### src/rtl/pipeline_foreground_capture_writer_if.sv
// Framebuffer write-request channel: valid/ready with word address and pixel.
// The writer drives the master side; the memory arbiter is the slave.
interface pipeline_foreground_capture_writer_if #(
  parameter int ADDR_WIDTH  = 20,
  parameter int COLOR_WIDTH = 16
);
  logic                   wr_valid;
  logic                   wr_ready;
  logic [ADDR_WIDTH-1:0]  wr_addr;
  logic [COLOR_WIDTH-1:0] wr_data;

  modport master (
    output wr_valid,
    output wr_addr,
    output wr_data,
    input  wr_ready
  );

  modport slave (
    input  wr_valid,
    input  wr_addr,
    input  wr_data,
    output wr_ready
  );
endinterface

### src/rtl/pipeline_foreground_capture_writer.sv
// Foreground capture writer: decimates the incoming stream by 2^scale and
// queues framebuffer writes through a small FIFO toward the arbiter.
module pipeline_foreground_capture_writer #(
  parameter int RESOLUTION_X = 800,
  parameter int RESOLUTION_Y = 600,
  parameter int PRECISION    = 11,
  parameter int COLOR_WIDTH  = 16,
  parameter int ADDR_WIDTH   = 20,
  parameter int FIFO_DEPTH   = 4
) (
  input  logic                   clk,
  input  logic                   rst,
  input  logic [1:0]             ctrl_foreground_scale,
  input  logic                   in_valid,
  input  logic                   in_sof,
  input  logic [COLOR_WIDTH-1:0] in_pixel,
  pipeline_foreground_capture_writer_if.master wr,
  output logic                   frame_done,
  output logic                   overflow
);

  localparam int PW = $clog2(FIFO_DEPTH);
  localparam int EW = ADDR_WIDTH + COLOR_WIDTH;
  localparam logic [PRECISION-1:0] X_LAST =
    PRECISION'(RESOLUTION_X - 1);
  localparam logic [PRECISION-1:0] Y_LAST =
    PRECISION'(RESOLUTION_Y - 1);
  localparam logic [ADDR_WIDTH-1:0] ROW_STEP =
    ADDR_WIDTH'(RESOLUTION_X);
  localparam logic [PW:0] CNT_FULL = (PW+1)'(FIFO_DEPTH);

  typedef enum logic {S_WAIT, S_RUN} state_t;

  state_t state, state_nx;

  logic [PRECISION-1:0]  x, y, x_nx, y_nx;
  logic [PRECISION-1:0]  cur_x, cur_y, mask;
  logic [ADDR_WIDTH-1:0] row_base, row_nx, base, push_addr;
  logic [1:0]            scale_q, scale_nx, s;
  logic                  beat, keep, line_end, frame_end;
  logic                  push, pop, full, empty;

  logic [EW-1:0]  mem [FIFO_DEPTH];
  logic [PW-1:0]  rd_ptr, wr_ptr;
  logic [PW:0]    count;

  // sof resyncs position to (0,0) and latches the scale for the frame
  always_comb begin
    state_nx = state;
    x_nx     = x;
    y_nx     = y;
    row_nx   = row_base;
    scale_nx = scale_q;
    s        = scale_q;
    cur_x    = x;
    cur_y    = y;
    base     = row_base;
    beat     = 1'b0;
    unique case (1'b1)
      in_valid && in_sof: begin
        beat     = 1'b1;
        s        = ctrl_foreground_scale;
        scale_nx = ctrl_foreground_scale;
        cur_x    = '0;
        cur_y    = '0;
        base     = '0;
        state_nx = S_RUN;
      end
      in_valid && !in_sof && state == S_RUN:
        beat = 1'b1;
      default: ;
    endcase
    mask      = ~({PRECISION{1'b1}} << s);
    line_end  = cur_x == X_LAST;
    frame_end = line_end && cur_y == Y_LAST;
    keep      = beat && (cur_x & mask) == '0
                     && (cur_y & mask) == '0;
    push_addr = base + ADDR_WIDTH'(cur_x >> s);
    if (beat) begin
      x_nx   = line_end ? '0 : cur_x + 1'b1;
      y_nx   = cur_y;
      row_nx = base;
      if (line_end) begin
        y_nx = frame_end ? '0 : cur_y + 1'b1;
        if (frame_end) begin
          row_nx   = '0;
          state_nx = S_WAIT;
        end else if ((cur_y & mask) == '0) begin
          row_nx = base + ROW_STEP;
        end
      end
    end
  end

  always_ff @(posedge clk) begin
    if (rst) begin
      state      <= S_WAIT;
      x          <= '0;
      y          <= '0;
      row_base   <= '0;
      scale_q    <= 2'b00;
      frame_done <= 1'b0;
      overflow   <= 1'b0;
    end else begin
      state      <= state_nx;
      x          <= x_nx;
      y          <= y_nx;
      row_base   <= row_nx;
      scale_q    <= scale_nx;
      frame_done <= beat && frame_end;
      if (keep && !push) overflow <= 1'b1;
    end
  end

  assign empty = count == '0;
  assign full  = count == CNT_FULL;
  assign pop   = !empty && wr.wr_ready;
  // a full FIFO still accepts when the head leaves in the same cycle
  assign push  = keep && (!full || pop);

  assign wr.wr_valid = !empty;
  assign {wr.wr_addr, wr.wr_data} = mem[rd_ptr];

  always_ff @(posedge clk) begin
    if (rst) begin
      rd_ptr <= '0;
      wr_ptr <= '0;
      count  <= '0;
      for (int i = 0; i < FIFO_DEPTH; i++)
        mem[i] <= '0;
    end else begin
      if (push) begin
        mem[wr_ptr] <= {push_addr, in_pixel};
        wr_ptr      <= wr_ptr + 1'b1;
      end
      if (pop) rd_ptr <= rd_ptr + 1'b1;
      unique case ({push, pop})
        2'b10:   count <= count + 1'b1;
        2'b01:   count <= count - 1'b1;
        default: ;
      endcase
    end
  end

endmodule
### src/flat_wrapper.sv
// flat-port wrapper written by rule: the top's interface ports become plain ports
module pipeline_foreground_capture_writer_flat 
#(
  parameter int RESOLUTION_X = 800,
  parameter int RESOLUTION_Y = 600,
  parameter int PRECISION    = 11,
  parameter int COLOR_WIDTH  = 16,
  parameter int ADDR_WIDTH   = 20,
  parameter int FIFO_DEPTH   = 4
)
  (clk, rst, ctrl_foreground_scale, in_valid, in_sof, in_pixel, frame_done, overflow, wr_wr_valid, wr_wr_addr, wr_wr_data, wr_wr_ready);
  pipeline_foreground_capture_writer_if #(.ADDR_WIDTH(ADDR_WIDTH), .COLOR_WIDTH(COLOR_WIDTH)) wr_i ();
  input  logic clk;
  input  logic rst;
  input  logic [1:0] ctrl_foreground_scale;
  input  logic in_valid;
  input  logic in_sof;
  input  logic [COLOR_WIDTH-1:0] in_pixel;
  output logic frame_done;
  output logic overflow;
  output wire logic [$bits(wr_i.wr_valid)-1:0] wr_wr_valid;
  output wire logic [$bits(wr_i.wr_addr)-1:0] wr_wr_addr;
  output wire logic [$bits(wr_i.wr_data)-1:0] wr_wr_data;
  input wire logic [$bits(wr_i.wr_ready)-1:0] wr_wr_ready;
  assign wr_wr_valid = wr_i.wr_valid;
  assign wr_wr_addr = wr_i.wr_addr;
  assign wr_wr_data = wr_i.wr_data;
  assign wr_i.wr_ready = wr_wr_ready;
  pipeline_foreground_capture_writer #(.RESOLUTION_X(RESOLUTION_X), .RESOLUTION_Y(RESOLUTION_Y), .PRECISION(PRECISION), .COLOR_WIDTH(COLOR_WIDTH), .ADDR_WIDTH(ADDR_WIDTH), .FIFO_DEPTH(FIFO_DEPTH)) u_core (.clk(clk), .rst(rst), .ctrl_foreground_scale(ctrl_foreground_scale), .in_valid(in_valid), .in_sof(in_sof), .in_pixel(in_pixel), .wr(wr_i), .frame_done(frame_done), .overflow(overflow));
endmodule
### config.mk
export PLATFORM = sky130hd
export DESIGN_NAME = pipeline_foreground_capture_writer_flat
export DESIGN_NICKNAME = d
export VERILOG_FILES = /design/src/rtl/pipeline_foreground_capture_writer_if.sv /design/src/rtl/pipeline_foreground_capture_writer.sv /design/src/flat_wrapper.sv
export SDC_FILE = /design/constraint.sdc
export NUM_CORES = 1
export LEC_CHECK = 0
export ABC_AREA = 1
export BUFFER_PORTS_ARGS = -buffer_cell sky130_fd_sc_hd__buf_2
export CORE_MARGIN = 2
export CORE_UTILIZATION = 62
export DETAILED_ROUTE_END_ITERATION = 8
export MAX_ROUTING_LAYER = met4
export PLACE_DENSITY = 0.82
export SETUP_SLACK_MARGIN = 0.3
export SYNTH_ARGS = -nofsm -noshare
export SYNTH_HDL_FRONTEND = slang
export SYNTH_SLANG_ARGS = --single-unit
### constraint.sdc
create_clock -name clk -period 8.48 [get_ports clk]
set_clock_uncertainty 0.1 [all_clocks]
set_input_delay 1.696 -clock clk [delete_from_list [all_inputs] [get_ports clk]]
set_output_delay 1.696 -clock clk [all_outputs]
set_load 0.05 [all_outputs]
Word level (Yosys, flattened, before mapping)
Memories as Yosys holds them, arrays and structs flattened. A register that Yosys moved wholly into a read port is not among the register bits.
Index checks and enable logic that the tools add are counted.

storage, ports and cells
  register bits = 54
  RAM bits = 144
  input port bits = 23
  output and inout port bits = 39
  logic and storage cells = 76
  memories = 1

memory list
  memory      depth  bits a word  rd ports  clocked after memory_dff  wr ports  line                                      text
  u_core.mem  4      36           1         1                         4         pipeline_foreground_capture_writer.sv:43  logic [EW-1:0] mem [FIFO_DEPTH];

operators by class
  add/sub/neg operators = 8
  equal/unequal tests = 5
  shifts and indexed selects = 2
  muxes and demuxes = 26
  bitwise operators = 3
  reductions and logical operators = 21

operators by type and width
  operator                                           number
  2-to-1 mux 20 bit                                  4
  2-to-1 mux 11 bit                                  5
  2-to-1 mux 36 bit                                  1
  OR reduction 36 bit                                1
  adder 11 x 1 -> 11 bit, second input constant      2
  AND 11 bit                                         2
  == test 11 x 10 -> 1 bit, second input constant    2
  logical NOT 11 bit                                 2
  adder 20 x 10 -> 20 bit, second input constant     1
  adder 20 bit                                       1
  >> shifter 11 x 2 -> 20 bit                        1
  2-to-1 mux 1 bit                                   11
  NOT 11 bit                                         1
  << shifter 11 x 2 -> 11 bit, first input constant  1
  logical AND 1 bit                                  10
  2-to-1 mux 2 bit                                   4
  one-hot mux 3 bit (2 select lines)                 1
  adder 2 x 1 -> 2 bit, second input constant        2
  logical NOT 1 bit                                  4
  adder 3 x 1 -> 3 bit, second input constant        1
  == test 3 bit, second input constant               1
  logical NOT 3 bit                                  1
  subtractor 3 x 1 -> 3 bit, second input constant   1
  == test 2 x 1 -> 1 bit, second input constant      1
  4 further kinds                                    4

Longest topological paths before layout
  depth after elaboration = 14
  depth in mapped cells = 24
  gate-level depth less buffers = 22

Worst setup path after synthesis
No wires, ideal clock.

  path type = input -> register
  start point = input in_valid
  end point = memory u_core.mem[0][33] (netlist name) (data pin)
  setup time = 0.262 ns
  arrival time = 4.139 ns
  required time = 8.118 ns
  slack = 3.978 ns
  stages = 19
  path buffers = 3
  cell sequence = nand2_1 buf_6 buf_6 buf_2 nand2_1 o21ai_0 inv_1 nand2_1 o21ai_0 inv_1 ha_1 nand2_1 o21ai_0 inv_1 o21ai_0 nand2_1 nor2_1 xor2_1 nor2_1

RTL lines
  element          line                                      text
  start, declared  flat_wrapper.sv:16                        input logic in_valid;
  end, declared    pipeline_foreground_capture_writer.sv:43

==> impl_metrics.toml <==
[clock_tree]
numCtsBuffers = 17
clkSinkCount = 200
path_clk_slew_ps = 70
cts_tree = "yes"
hold_buffers = 0
root_buffer = "clkbuf_16"
clkLatencyLatePin_ps = 440
post_cts_resized = 0
post_cts_buffers = 0
cts.path.max_buffers = 2
htreeDepth = 4

[pwr]
total_power_uw = 2710
p_leak_uw = 0.00456
p_sw_uw = 998
clkPwrFrac = 0.290
combPwrFrac = 0.285
p_sw_frac = 0.368
p_seq_frac = 0.424
p_per_area_nw_per_um2 = 240
power.internal_uw = 1710
vdd_drop_max_mv = 0.149

[synthesis]
yosys_warnings = 0
yosysUniqueCellTypes = 43
ys_top_cells_by_area = "edfxtp_1 (42%), dfxtp_1 (11%), nor2_1 (9.3%)"
yosys.area_share.simple = 0.239
yosysTopAreaCellShare = 0.418
synth_edf_count = 144
seq_area_frac_synth = 0.527
async_flop_share = 0
syn_area_per_cell_um2 = 8.33
syn_nets = 1282
ys.flop_type = "edfxtp_1"
synth-xor-area-share = 0.0153
yosys_register_bits = 200
synthCells = 1240
synth_top_family_by_area = "simple AND/OR/NAND/NOR gates"
synth.cell_area_um2 = 10300
synth_compound_area_frac = 0.115
synth_top_area_cell = "edfxtp_1"
synthMuxAreaShare = 0.000969
synthAdderAreaFrac = 0.0245

[die]
start_util = 0.628
core-area_um2 = 16500
die_h_um = 133
dieWidth_um = 133
dieArea_um2 = 17700
row_count = 47
io_pins = 62

[layout]
fin_nets = 1317
num_antenna_cells = 0
layout-drive-gt1-share = 0.109
fillCellCount = 1304
synthToLayoutAreaGrowth_pct = 9.49
multi_input_area_um2 = 4090
final-seq-area_um2 = 5450

[sta]
tns_ps = 0
rsz0062_at_grt = "false"
slew_viol_final = 0
max-slew-margin-rel = 0.208
period_needed_ps = 5780
post-route-period-util = 0.682
clock.fmax_ghz = 0.173
final-setup-viol-count = 0
hold_viol = 0
worst_pin_slew_ps = 1180

[worst_setup_path]
cp-start-kind = "primary input"
critPathKind = "primary input to flop"
crit_start = "in_valid"
cp.required_ps = 8500
crit_arrival_ps = 5800
end_kind = "flop"
r2r.worst_path.cells = 9
r2r-end = "u_core.mem[0][0]"
r2r_setup_slack_ps = 4060
r2r_start = "u_core.state"
cp_max_fo = 38

[route]
wire_per_inst_um = 15.6
drt_pre_antenna_iters = 6
vias = 8549
vias_per_cell = 5.67
antenna_left = 0
route.detailed.drc = 0
drt_iter0_markers = 966
wirelength_mm = 23.5

[placed_design]
place_congestion = 0.952
io_buffers = 61
dp.final_hpwl_mm = 15.1

[job]
cap_violations = 0

[min_path]
holdPathStages = 1
min_from = "u_core.overflow"
hold_class = "flop to flop"
worst_hold_path.endpoint = "u_core.overflow"

[global_routing]
grt_antenna_before_repair = 0
grt_overflow_total = 0
globalRouteTotalUtil = 0.279
grt_pass1_wl_mm = 38.4
grt_pass1_vias = 8024
grt_max_degree = 74

[outcome]
status = "complete, no violations"
==> cell type report <==
class	count	area share
flip-flops and latches	200	0.481
multi-input cells	838	0.361
inverters	148	0.0491
clock buffers	23	0.0446
repair buffers	70	0.0329
well taps	220	0.0243
clock inverters	9	0.00663
==> registers in the layout, summed over array words and instances, names as in the netlist, named ones only <==
| register | flops |
|---|---|
| u_core.x | 11 |
| u_core.rd_ptr | 2 |
| u_core.wr_ptr | 2 |
| u_core.mem | 144 |
| u_core.state | 1 |
| u_core.count | 3 |
| u_core.frame_done | 1 |
| u_core.row_base | 20 |
| u_core.overflow | 1 |
| u_core.scale_q | 2 |
| u_core.y | 11 |
==> layout by cell type (no fill, tap or decap), drive strengths merged, types with 3 or more instances in the layout <==
master,count
nor3,11
clkinv,5
xor2,11
xnor2,7
nor2,278
nand2,195
or2,3
edfxtp,144
buf,70
a21oi,55
inv,152
ha,17
nand4,18
nand3,67
o21ai,120
dfxtp,56
o22ai,39
clkbuf,23
==> worst max-delay path by stage <==
stage | end | slack [ps] | cells after the start
finish | u_core.mem[0][0] | 2700 | 13
global route | u_core.mem[0][0] | 2330 | 13
CTS | u_core.mem[0][0] | 2720 | 13
detailed placement | u_core.mem[0][1] | 2280 | 13
global placement | u_core.mem[0][30] | 2470 | 13
floorplan | u_core.mem[0][33] | 3980 | 19
==> metrics by stage <==
step / util / hold WS, ps / cells / area, um2 / setup slack (ps)
final: 0.687 / 362 / 1508 / 11300 / 2700
after global routing: 0.687 / 387 / 1508 / 11300 / 2330
after CTS: 0.687 / 367 / 1508 / 11300 / 2720
after detailed placement: 0.652 / 351 / 1476 / 10700 / 2280
after global placement: 0.652 / 345 / 1476 / 10700 / 2470
after floorplan: - / 336 / 1240 / 10300 / 3980
==> power groups by stage <==
stage | Combinational, uW | Clock (uW) | Sequential, uW
4_1_cts | 774 | 792 | 1150
3_5_place_dp | 772 | 0 | 1170
3_3_place_gp | 756 | 0 | 1170
6_report | 774 | 787 | 1150
2_1_floorplan | 594 | 0 | 1170
5_1_grt | 827 | 831 | 1160
==> logic make-up (layout without fill, tap and decap cells) <==
kind of cell / Yosys count / after routing
adders and majority gates: 19 / 19
and+or+nand+nor: 577 / 577
buffers and inverters: 202 / 250
DFF: 200 / 200
AOI/OAI and AO/OA: 223 / 223
muxes: 1 / 1
xor gates and xnor gates: 18 / 18
==> Yosys cell counts, types with 2 or more instances <==
cell type    n
nor2_1     256
nand2_1    192
edfxtp_1   144
inv_1      142
o21ai_0    119
nand3_1     64
dfxtp_1     56
a21oi_1     55
o22ai_1     39
clkbuf_1    32
nand4_1     18
ha_1        17
nor2_2      16
buf_2       12
xor2_1      11
nor3_1       9
xnor2_1      7
nor2_4       6
buf_1        5
inv_2        4
buf_6        3
or2_2        3
a211oi_1     2
and3_1       2
buf_4        2
clkinv_1     2
fa_1         2
nand2_2      2
nand3_4      2
nor3_2       2
o21a_1       2
==> routing by layer <==
metal | track usage | vias up | wire (um)
li1 | - | 4178 | -
met1 | 0.355 | 3990 | 10000
met2 | 0.459 | 339 | 11500
met3 | 0.0392 | 42 | 1460
met4 | 0.105 | 0 | 522
met5 | - | - | 0
==> worst max-delay path, stage by stage <==
cell,delay (ps)
buf_2,130
nand2_1,60
buf_4,260
inv_1,620
nor2_1,240
nand2_1,180
nand3_4,130
nor2_4,160
nand3_4,490
nor2_4,330
nand2_4,310
nand2_1,720
buf_4,410
Power figures use the tool's default switching activity.
